File: config.mk
export PLATFORM = sky130hd
export DESIGN_NAME = wb_regfile_stage
export DESIGN_NICKNAME = d
export VERILOG_FILES = /design/src/rtl/wb_regfile_stage.sv
export SDC_FILE = /design/constraint.sdc
export NUM_CORES = 1
export LEC_CHECK = 0
export BUFFER_PORTS_ARGS = -buffer_cell sky130_fd_sc_hd__buf_2
export CORE_MARGIN = 2
export CORE_UTILIZATION = 40
export CTS_CLUSTER_SIZE = 24
export DETAILED_ROUTE_END_ITERATION = 10
export PLACE_DENSITY = 0.56
export SYNTH_ARGS = -nofsm -noshare
export SYNTH_HDL_FRONTEND = slang
export SYNTH_SLANG_ARGS = --single-unit
File: constraint.sdc
create_clock -name clk -period 3.85 [get_ports clk]
set_input_delay 0.77 -clock clk [delete_from_list [all_inputs] [get_ports clk]]
set_output_delay 0.77 -clock clk [all_outputs]
set_load 0.02 [all_outputs]
File: src/rtl/wb_regfile_stage.sv
// Writeback stage: latches the MM result, commits it to the register file one
// edge later, and serves two combinational read ports with pending-commit bypass.
module wb_regfile_stage #(
    parameter int DW       = 16,
    parameter int AW       = 4,
    parameter int ZERO_REG = 1
) (
    input  logic          clk,
    input  logic          rst_n,
    input  logic [DW-1:0] MMOUT,
    input  logic [AW-1:0] RD,
    input  logic          RW,
    input  logic          VALID_IN,
    input  logic          STALL,
    input  logic          FLUSH,
    input  logic [AW-1:0] RA1,
    input  logic [AW-1:0] RA2,
    output logic [DW-1:0] RD1,
    output logic [DW-1:0] RD2,
    output logic          WB_VALID,
    output logic          WB_WE,
    output logic [AW-1:0] WB_ADDR,
    output logic [DW-1:0] WB_DATA,
    output logic [15:0]   RETIRED
);

    localparam int NREG = 1 << AW;
    localparam bit ZR   = (ZERO_REG != 0);

    logic          wb_valid_q, wb_valid_d;
    logic          wb_we_q,    wb_we_d;
    logic [AW-1:0] wb_addr_q,  wb_addr_d;
    logic [DW-1:0] wb_data_q,  wb_data_d;
    logic [15:0]   retired_q,  retired_d;
    logic [DW-1:0] regs_q [NREG];
    logic [DW-1:0] regs_d [NREG];

    // Handshake: VALID_IN qualifies the MM contents; STALL is an inverted ready.
    // While STALL=1 MM keeps its instruction and this stage inserts a bubble; the
    // instruction is taken on the first edge with STALL=0. FLUSH kills it outright.
    always_comb begin
        wb_valid_d = wb_valid_q;
        wb_we_d    = wb_we_q;
        wb_addr_d  = wb_addr_q;
        wb_data_d  = wb_data_q;
        if (FLUSH || STALL) begin
            wb_valid_d = 1'b0;
            wb_we_d    = 1'b0;
        end else begin
            wb_valid_d = VALID_IN;
            wb_we_d    = VALID_IN & RW;
            wb_addr_d  = RD;
            wb_data_d  = MMOUT;
        end
    end

    // Commit uses the stage contents as they stood before this edge.
    always_comb begin
        regs_d = regs_q;
        if (wb_we_q && !(ZR && wb_addr_q == '0)) begin
            regs_d[wb_addr_q] = wb_data_q;
        end
        retired_d = retired_q + (wb_valid_q ? 16'd1 : 16'd0);
    end

    always_ff @(posedge clk or negedge rst_n) begin
        if (!rst_n) begin
            wb_valid_q <= 1'b0;
            wb_we_q    <= 1'b0;
            wb_addr_q  <= '0;
            wb_data_q  <= '0;
            retired_q  <= '0;
            for (int i = 0; i < NREG; i++) begin
                regs_q[i] <= '0;
            end
        end else begin
            wb_valid_q <= wb_valid_d;
            wb_we_q    <= wb_we_d;
            wb_addr_q  <= wb_addr_d;
            wb_data_q  <= wb_data_d;
            retired_q  <= retired_d;
            for (int i = 0; i < NREG; i++) begin
                regs_q[i] <= regs_d[i];
            end
        end
    end

    // R0 check comes last so it overrides the bypass when ZERO_REG is set.
    always_comb begin
        RD1 = regs_q[RA1];
        if (wb_we_q && RA1 == wb_addr_q) RD1 = wb_data_q;
        if (ZR && RA1 == '0) RD1 = '0;
    end

    always_comb begin
        RD2 = regs_q[RA2];
        if (wb_we_q && RA2 == wb_addr_q) RD2 = wb_data_q;
        if (ZR && RA2 == '0) RD2 = '0;
    end

    assign WB_VALID = wb_valid_q;
    assign WB_WE    = wb_we_q;
    assign WB_ADDR  = wb_addr_q;
    assign WB_DATA  = wb_data_q;
    assign RETIRED  = retired_q;

endmodule
=== Word-level counts from Yosys, hierarchy flattened ===
Cells that the tools add are included.

* Flip-flop bits (word level): 294
* Bits in latches: 0
* Memory bits (writable): 0
* Bits in read-only memories: 0
* Bits of input ports: 34
* Output and inout port bits: 70
* Word-level logic and storage cells: 57
* Memories: 0

* Add/sub/neg operators: 1
* $mul: 0
* Div/mod/pow operators: 0
* Magnitude comparators: 4
* Eq/ne operators: 2
* Shift-type cells: 0
* Mux-type cells: 16
* Bitwise logic cells: 4
* Reductions and logical operators: 9

{| class="wikitable"
|+ Operators with widths
! cell !! count
|-
| bitwise mux 256 bit || 1
|-
| 2-to-1 mux 16 bit || 9
|-
| binary-select mux 16 bit (select 4 bit) || 2
|-
| demux 16 bit (select 4 bit) || 1
|-
| adder 16 x 1 -> 16 bit || 1
|-
| >= comparator 5 bit, second input constant || 3
|-
| NOT 4 -> 5 bit || 3
|-
| logical NOT 4 bit || 3
|-
| == test 4 bit || 2
|-
| < comparator 5 x 1 -> 1 bit, second input constant || 1
|-
| logical AND 1 bit || 4
|-
| 2-to-1 mux 1 bit || 3
|-
| bitwise AND 1 bit || 1
|-
| logical NOT 1 bit || 1
|-
| logical OR 1 bit || 1
|}

=== Longest topological paths before layout ===
Gate-level depths: netlist of the first run.

* Depth in word-level cells: 6
* Depth in mapped cells: 8

=== Worst setup path before layout of the first run ===
Ideal clock, no wire load.

* Path type: input -> output
* Start: input port RA1[1]
* End: output port RD1[11]
* Data arrival time: 2.264 ns
* Slack: 0.816 ns
* Stages: 7
* Cells stage by stage: buf_2 > or3b_1 > clkbuf_1 > buf_2 > o22ai_1 > a211oi_1 > a31oi_1

* Longest elaborated chain between the ends: 6
* Elaborated cells on any way between the ends: 9
* Classes of those cells: eq/ne: 1; mux: 5; bitwise: 1; reduce/logical: 2

{| class="wikitable"
|+ RTL lines
! what !! line !! source
|-
| start, declared || 16 || <nowiki>input logic [AW-1:0] RA1,</nowiki>
|-
| NOT 4 -> 5 bit (not written as such) || 90 || <nowiki>RD1 = regs_q[RA1];</nowiki>
|-
| binary-select mux 16 bit (select 4 bit) || 90 ||
|-
| 2-to-1 mux 16 bit (not written as such) (2 in series) || 90 ||
|-
| 2-to-1 mux 16 bit || 91 || <nowiki>if (wb_we_q && RA1 == wb_addr_q) RD1 = wb_data_q;</nowiki>
|-
| 2-to-1 mux 16 bit * || 92 || <nowiki>if (ZR && RA1 == '0) RD1 = '0;</nowiki>
|-
| end, declared || 18 || <nowiki>output logic [DW-1:0] RD1,</nowiki>
|}

Every way passes the cells marked *; elsewhere a longest branch is shown, timed or not. The select of a mux whose other input is x is not followed.

=== Worst setup path in the final report of the first run ===
* Start: input port RA1[2]
* End: output port RD1[8]

The elaborated chain is that of the path after synthesis.

==> summary.txt, run 1 <==
Clocking
  • Max clock buf depth: 3
  • # resized after CTS: 0
  • Worst-Skew Late Latency: 0.56 ns
  • Clock Sinks: 294
  • Post-CTS setup buffer count: 0
  • # hold bufs at CTS: 0
  • Clock Pin Slew Worst Setup and Hold Paths: 0.05 ns
  • H-tree Lvls: 2
  • CTS tree: yes
  • Cts bufs inserted: 35
  • CTS root buffer: clkbuf_16

Logic synthesis
  • Ys Warns: 0
  • Yosys top cell area share: 47.1%
  • Syn Inst Count: 1151
  • Mapped Area: 15600 um2
  • Syn_nets: 1187
  • Cell taking the most area after synthesis: dfrtp_1
  • Top cells by area, synth: dfrtp_1 (47%), mux2_2 (17%), mux4_2 (9.2%), mux2i_1 (8.2%), o22ai_1 (2.6%)
  • Sequential share of the synthesized area: 47.1%
  • Asr flop ratio synth: 100%
  • Post-synth top flop: dfrtp_1
  • Syn Area/Cell: 13.6 um2
  • Post-synth EDFFs: 0
  • Library cells used by synthesis: 39
  • Synthesized flop and latch total: 294

Setup path
  • FF-to-FF path depth: 3
  • Worst Path Required: 3.08 ns
  • CP Capture Type: output port
  • CP Data Arrival Time: 2.98 ns
  • Crit Reg-Reg Endpoint: regs_q[127]
  • Worst Setup Path Type: in -> out
  • Reg-to-reg setup timing slack: 1.49 ns
  • R2R Path Start: WB_ADDR[2]
  • CP Launch Type: input pin
  • Worst Path Max Fanout: 20

Place
  • Gpl congestion: 0.834
  • Port bufs: 103
  • Inst Count DP: 1703
  • DP HPWL: 29.8 mm

Cells and area
  • Layout area overhead: 13.9%
  • Commonest non-fill, non-tap cell in the layout: dfrtp_1
  • Nets: 1258
  • Cell Count, Final, Fillers Out: 1766
  • Most frequent cells in the layout: dfrtp_1 (294), mux2_2 (232), mux2i_1 (128)
  • Register Area: 7360 um2
  • Multi-input gate area: 7590 um2
  • Layout cells sized above 1: 43.6%
  • Filler cells: 3481

Floorplan
  • Num ports: 104
  • Die Area: 40700 um2
  • Initial Utilization: 40.4%
  • Chip width: 202 um
  • Core area: 38600 um2
  • Std cell rows: 72
  • Die Y: 202 um

Drt
  • ANT nets after route: 0
  • Final Routed Wirelength: 44.3 mm
  • Via Count: 10419
  • Vias per Instance: 5.90
  • First-pass iteration count of the detailed router: 7
  • DRC errors left: 0
  • WL/cell: 25.1 um
  • Starting DRC count in detailed routing: 792

Hold path
  • HP Class: in -> async

Power
  • Leak: 0.00827 uW
  • VDD IR max: 0.392 mV
  • P per Cell Area: 502 nW/um2

Status
  • Run status: finished clean

Timing
  • Setup tns final: 0 ns
  • Slew at the pin closest to its max-slew limit: 1.25 ns
  • Final worst clock skew: 0.0290 ns
  • RSZ-0062 raised after global routing: no
  • Hold violation count in the final report: 0
  • Slew Viols, Final: 0
  • Period utilisation layout: 97.4%
  • Final setup violation count: 0
  • Hold slack: 0.239 ns
  • Relative slew slack: 16.8%
  • Fin crit period: 3.75 ns
  • Fmax: 0.267 GHz

GRT
  • GRT Util Overall: 22.3%
  • GRT Residual Overflow: 0
  • Initial antenna violation count: 2
  • First-pass GRT wire length: 68.9 mm
  • Vias in the first global route: 10878
  • Largest net degree at the start of global routing: 102

Flow run
  • Max-cap check violation count: 0
-- per-stage QoR --
step	utilization [%]	worst slack (ns)	area (um2)	total power, uW
finish	46.0	0.100	17800	8940
CTS	46.0	0.173	17800	9010
floorplan	-	0.816	15600	5000
global route	46.0	0.0441	17800	9320
detailed placement	43.0	0.178	16600	5610
global placement	43.0	0.146	16600	5580
-- flip-flops by register name (all words and copies together), names as in the netlist --
signal and flops:
regs_q 256, RETIRED 16, WB_DATA 16, WB_ADDR 4, WB_VALID 1, WB_WE 1
-- critical path, stage by stage --
cell	delay, ns
buf_2	0.17
buf_4	0.37
buf_4	0.34
mux4_2	0.36
a211oi_1	0.57
a31oi_1	0.19
buf_2	0.21
-- power breakdown --
part / total (uW) / internal [uW] / switching, uW / leakage (uW)
clock: 3370 / 2030 / 1340 / 0.000572
sequential: 3990 / 3520 / 469 / 0.00398
combinational: 1580 / 806 / 779 / 0.00372
-- cells by family after synthesis --
group,after synthesis,synth area share (%)
compound gates,160,6.90
xor+xnor,22,1.23
mux,454,36.8
flops,294,47.1
simple gates,93,3.48
fa+ha+maj,2,0.160
buf+inv,126,4.36
-- routing by layer --
metal	global-route usage, %	share of wire, %
met1	32.3	47
met2	33.1	44
met3	4.86	6.1
met4	7.67	2.6
met5	0	0.027
-- cell usage after synthesis (9+ instances only) --
master    count
dfrtp_1     294
mux2i_1     128
buf_2        42
a211oi_1     32
mux4_2       64
nand3_1      36
clkbuf_1     54
mux2_4       20
buf_4        15
mux2_1       10
buf_6         9
o31ai_1      32
o22ai_1      64
a31oi_1      30
mux2_2      232
xnor2_1      17
-- area by class of cell --
type                       instances  share of cell area (%)
sequential                       294                    41.4
antenna                            1                  0.0141
tap                              518                    3.64
timing repair buffer             158                    5.72
clock inverter                     7                   0.563
inverter                           2                  0.0422
clock buffer                      55                    5.97
multi-input combinational        731                    42.7
-- how the worst max path moves through the flow --
stage,startpoint,end,cells after the start
global route,RA1[2],RD1[6],7
CTS,RA1[2],RD1[4],7
finish,RA1[2],RD1[8],7
floorplan,RA1[1],RD1[11],7
detailed placement,RA1[2],RD1[4],7
global placement,RA1[2],RD1[4],7
Power figures use the tool's default switching activity.
==> run 2: changes to the inputs <==
- GPL_TIMING_DRIVEN: unset -> 0
==> run 2 against run 1 <==
Sequential power is 2% lower. Critical endpoint is now RD1[15]. Largest cell class unchanged. Worst hold slack worse by 0.0083 ns. Combinational power is 5% higher.
==> summary.txt, run 2 (synthesis gave the netlist of run 1 again) <==
Cells and area
  • Commonest non-fill, non-tap cell in the layout: dfrtp_1
  • Layout cells sized above 1: 42.5%
  • Nets: 1323
  • Most frequent cells in the layout: dfrtp_1 (294), mux2_2 (232), buf_2 (138)
  • Layout area overhead: 15.5%
  • Cell Count, Final, Fillers Out: 1827
  • Post-route cell area: 18100 um2
  • Max reg flops: 256
  • Largest reg by FF count: regs_q

Setup path
  • Critical-path cell list: buf_2 -> buf_2 -> nand3b_1 -> clkbuf_2 -> o22ai_1 -> a211oi_1 -> a31oi_1 -> buf_2
  • Worst Path Max Fanout: 11
  • CP Launch Type: input pin
  • FF-to-FF path depth: 5
  • Worst Path Required: 3.08 ns
  • CP Capture Type: output port
  • Worst Setup Path Type: in -> out
  • Most common cell on crit path: buf_2
  • Slowest cell on the critical path: a211oi_1
  • CP Data Arrival Time: 3.05 ns
  • Worst path max stage delay: 0.51 ns
  • Reg-to-reg setup timing slack: 1.58 ns

Drt
  • Vias per Instance: 5.78
  • Metal2 WL: 20.7 mm
  • DRC errors left: 0
  • ANT nets after route: 0
  • First-pass iteration count of the detailed router: 5
  • Top sig layer: met4
  • Final Routed Wirelength: 44.8 mm
  • WL/cell: 24.5 um
  • Via Count: 10568
  • Met3 wire length: 2.13 mm
  • Metal-1 WL: 20.9 mm
  • Starting DRC count in detailed routing: 753

Timing
  • Slew at the pin closest to its max-slew limit: 0.884 ns
  • Relative slew slack: 41.1%
  • Hold slack: 0.230 ns
  • Fin crit period: 3.82 ns
  • RSZ-0062 raised after global routing: no
  • Period utilisation layout: 99.2%
  • Final setup violation count: 0
  • Final setup margin: 0.0301 ns
  • Hold violation count in the final report: 0
  • Final worst clock skew: 0.0154 ns
  • Slew Viols, Final: 0
  • Fmax: 0.262 GHz

Clocking
  • Worst-Skew Late Latency: 0.55 ns
  • CTS root buffer: clkbuf_16
  • # hold bufs at CTS: 0
  • Max clock buf depth: 3
  • Cts bufs inserted: 36
  • Clock Sinks: 294
  • CTS tree: yes
  • # resized after CTS: 2
  • Clock Pin Slew Worst Setup and Hold Paths: 0.05 ns
  • Post-CTS setup buffer count: 0
  • H-tree Lvls: 2

Flow run
  • Max-cap check violation count: 0

Place
  • Placed cell areas: 16800 um2
  • Pre-CTS WS: -0.157 ns
  • Gpl congestion: 0.865
  • DP HPWL: 32.9 mm
  • Port bufs: 99
  • Inst Count DP: 1770

Power
  • VDD IR max: 0.495 mV
  • P per Cell Area: 505 nW/um2
  • Leak: 0.00839 uW

GRT
  • Largest net degree at the start of global routing: 109
  • Vias in the first global route: 10946
  • Initial antenna violation count: 0
  • GRT Util Overall: 22.4%
  • GRT Residual Overflow: 0
  • First-pass GRT wire length: 69.3 mm

Floorplan
  • Chip width: 202 um
  • Std cell rows: 72
  • Die Y: 202 um
  • Initial Utilization: 40.4%
  • Die Area: 40700 um2
  • Num ports: 104
  • Core area: 38600 um2

Hold path
  • HP Class: in -> async

Status
  • Run status: finished clean
run 2: changes by cell type in the layout (fill, tap and decap cells not counted), sizes merged:
cell / change
clkbuf: +48
buf: +11
bufinv: +2
clkinvlp: +1
inv: -1
run 2: area by class of cell:
| class | count | area [um2] |
|---|---|---|
| Multi-Input combinational cell | 731 | 7590 |
| Buffer | 121 | 663 |
| Clock buffer | 50 | 1070 |
| Inverter | 2 | 7.51 |
| Fill cell | 3495 | 20600 |
| Timing Repair Buffer | 101 | 561 |
| Antenna cell | 1 | 2.50 |
| Clock inverter | 9 | 159 |
| Sequential cell | 294 | 7360 |
| Tap cell | 518 | 648 |
run 2: worst paths after layout:
check / start / to
min reg2reg: regs_q[252] / regs_q[252]
max in group asynchronous: rst_n / regs_q[253]
max reg2reg: WB_ADDR[1] / regs_q[8]
min: rst_n / regs_q[81]
min in group clk: MMOUT[10] / WB_DATA[10]
max: RA1[3] / RD1[15]
run 2: per-stage QoR:
stage / utilization (%) / power, uW / TNS [ns]
after floorplan: - / 5000 / 0
after global placement: 43.4 / 5550 / -1117.68
after detailed placement: 43.6 / 5610 / -0.509
after CTS: 46.7 / 9190 / 0
after global routing: 46.7 / 9500 / 0
final: 46.7 / 9130 / 0
run 2: metal layers:
metal,up-vias,track usage [%]
li1,4667,-
met1,5560,32.1
met2,275,34.9
met3,66,3.48
met4,0,7.35
met5,-,0
run 2: power breakdown:
part | internal (uW) | switching, uW | leakage, uW
Clock | 2190 | 1360 | 0.000600
Combinational | 809 | 851 | 0.00381
Sequential | 3520 | 393 | 0.00398
Total | 6520 | 2600 | 0.00839
run 2: critical path, delay by kind of cell:
kind / cells / cell delay (ns)
buf+inv: 4 / 1.01
compound gates: 3 / 0.87
simple gates: 1 / 0.39
==> run 3: changes to the inputs <==
- CORE_MARGIN: 2 -> unset
- CORE_UTILIZATION: 40 -> 49
- PLACE_DENSITY: 0.56 -> 0.66
==> run 3 against run 2 <==
Count of clock-buffer cells in the layout decreased by 1. Sequential power about the same. Critical path depth unchanged. Flip-flop and latch count unchanged. Total power decreased by 2.6%. Critical path type unchanged. Largest cell class unchanged.
==> summary.txt, run 3 (synthesis gave the netlist of run 1 again) <==
Power
  • Comb pwr share: 18.6%
  • Flop pwr share: 43.9%
  • Leak: 0.00837 uW
  • VDD IR max: 0.420 mV
  • Power share of the clock group: 37.5%
  • P per Cell Area: 498 nW/um2
  • P_int: 6360 uW
  • Sw frac: 28.4%
  • Switch Pwr: 2520 uW

Cells and area
  • Max reg flops: 256
  • Largest reg by FF count: regs_q
  • Layout cells sized above 1: 42.7%
  • Commonest non-fill, non-tap cell in the layout: dfrtp_1
  • Layout area overhead: 14.3%
  • Multi-input gate area: 7600 um2
  • Final Core Density: 56.7%
  • N_diodes: 0
  • Most frequent cells in the layout: dfrtp_1 (294), mux2_2 (232), buf_2 (140)
  • Cell Count, Final, Fillers Out: 1712
  • Filler cells: 2516
  • Register Area: 7360 um2
  • Post-route cell area: 17900 um2
  • Nets: 1323

Setup path
  • FF-to-FF path depth: 5
  • Crit Reg-Reg Endpoint: regs_q[171]
  • R2R Path Start: WB_ADDR[1]
  • Reg-to-reg setup timing slack: 1.61 ns
  • CP Data Arrival Time: 3.03 ns
  • CP Capture Type: output port
  • Worst Setup Path Type: in -> out
  • Worst path max stage delay: 0.50 ns
  • Slowest cell on the critical path: a211oi_1
  • Most common cell on crit path: buf_2
  • CP Launch Type: input pin
  • Crit path from: RA2[3]
  • Worst Path Max Fanout: 10
  • CP bufs+invs: 4
  • Worst Path Required: 3.08 ns
  • Critical-path cell list: buf_2 -> buf_2 -> nand3b_1 -> clkbuf_2 -> o22ai_1 -> a211oi_1 -> a31oi_1 -> buf_2
  • Family with the most delay on the worst path: buffers and inverters

Flow run
  • Max-cap check violation count: 0

Status
  • Run status: finished clean

Drt
  • Via Count: 10584
  • ANT nets after route: 0
  • Final Routed Wirelength: 42.5 mm
  • Starting DRC count in detailed routing: 747
  • WL/cell: 24.8 um
  • First-pass iteration count of the detailed router: 4
  • Vias per Instance: 6.18
  • DRC errors left: 0

Place
  • Inst Count DP: 1654
  • DP HPWL: 30.7 mm
  • Gpl congestion: 0.904
  • Port bufs: 99
  • Placed cell areas: 16700 um2
  • Pre-CTS WS: -0.0953 ns

Floorplan
  • Die Area: 32600 um2
  • Core area: 31500 um2
  • Initial Utilization: 49.6%
  • Num ports: 104
  • Die Y: 181 um
  • Chip width: 181 um
  • Std cell rows: 65

Clocking
  • # resized after CTS: 2
  • Max clock buf depth: 3
  • # hold bufs at CTS: 0
  • H-tree Lvls: 2
  • Worst-Skew Late Latency: 0.52 ns
  • CTS tree: yes
  • Clock Sinks: 294
  • Post-CTS setup buffer count: 0
  • CTS root buffer: clkbuf_16
  • Clock Pin Slew Worst Setup and Hold Paths: 0.06 ns
  • Cts bufs inserted: 34

Timing
  • Setup tns final: 0 ns
  • Slew Viols, Final: 0
  • Final setup violation count: 0
  • RSZ-0062 raised after global routing: no
  • Relative slew slack: 42.5%
  • Slew at the pin closest to its max-slew limit: 0.862 ns
  • Final worst clock skew: 0.0187 ns
  • Fin crit period: 3.80 ns
  • Hold violation count in the final report: 0
  • Period utilisation layout: 98.8%
  • Fmax: 0.263 GHz
  • Final setup margin: 0.0472 ns

GRT
  • GRT Util Overall: 26.9%
  • First-pass GRT wire length: 66.9 mm
  • Vias in the first global route: 10900
  • GRT Residual Overflow: 0
  • Largest net degree at the start of global routing: 115
  • Initial antenna violation count: 0

Hold path
  • HP Class: in -> async
-- run 3: layout make-up --
class	instances	share of cell area, %
repair buffers	101	3.14
plain buffers	123	3.77
well taps	402	2.82
flip-flops and latches	294	41.2
clock buffers	49	5.88
multi-input cells	731	42.5
inverters	2	0.0420
clock inverters	10	0.617
-- run 3: how the worst max path moves through the flow --
| stage | endpoint | slack [ns] | depth (start not counted) |
|---|---|---|---|
| finish | RD2[2] | 0.05 | 8 |
| global route | RD1[4] | 0.02 | 8 |
| CTS | RD1[2] | 0.06 | 8 |
| detailed placement | RD1[14] | -0.1 | 8 |
| global placement | regs_q[18] | -3.62 | 1 |
| floorplan | RD1[11] | 0.82 | 7 |
-- run 3: power groups by stage --
stage                     registers, uW  logic [uW]  clock network (uW)
after floorplan                    3890        1110                   0
after global placement             3910        1610                   0
after detailed placement           3940        1640                   0
after CTS                          3890        1650                3390
after global routing               3970        1760                3530
final                              3900        1650                3330
-- run 3: through the flow --
step	hold slack (ns)	power, uW
after global routing	0.285	9260
after global placement	0.461	5520
after CTS	0.266	8930
after detailed placement	0.468	5590
final	0.228	8890
after floorplan	0.449	5000
-- run 3: routing by layer --
metal | global-route usage, % | share of wire (%) | vias up
met5 | 0 | 0 | -
met1 | 38.6 | 46 | 5546
li1 | - | - | 4669
met3 | 5.19 | 5.9 | 63
met2 | 41.7 | 46 | 306
met4 | 7.83 | 2.2 | 0
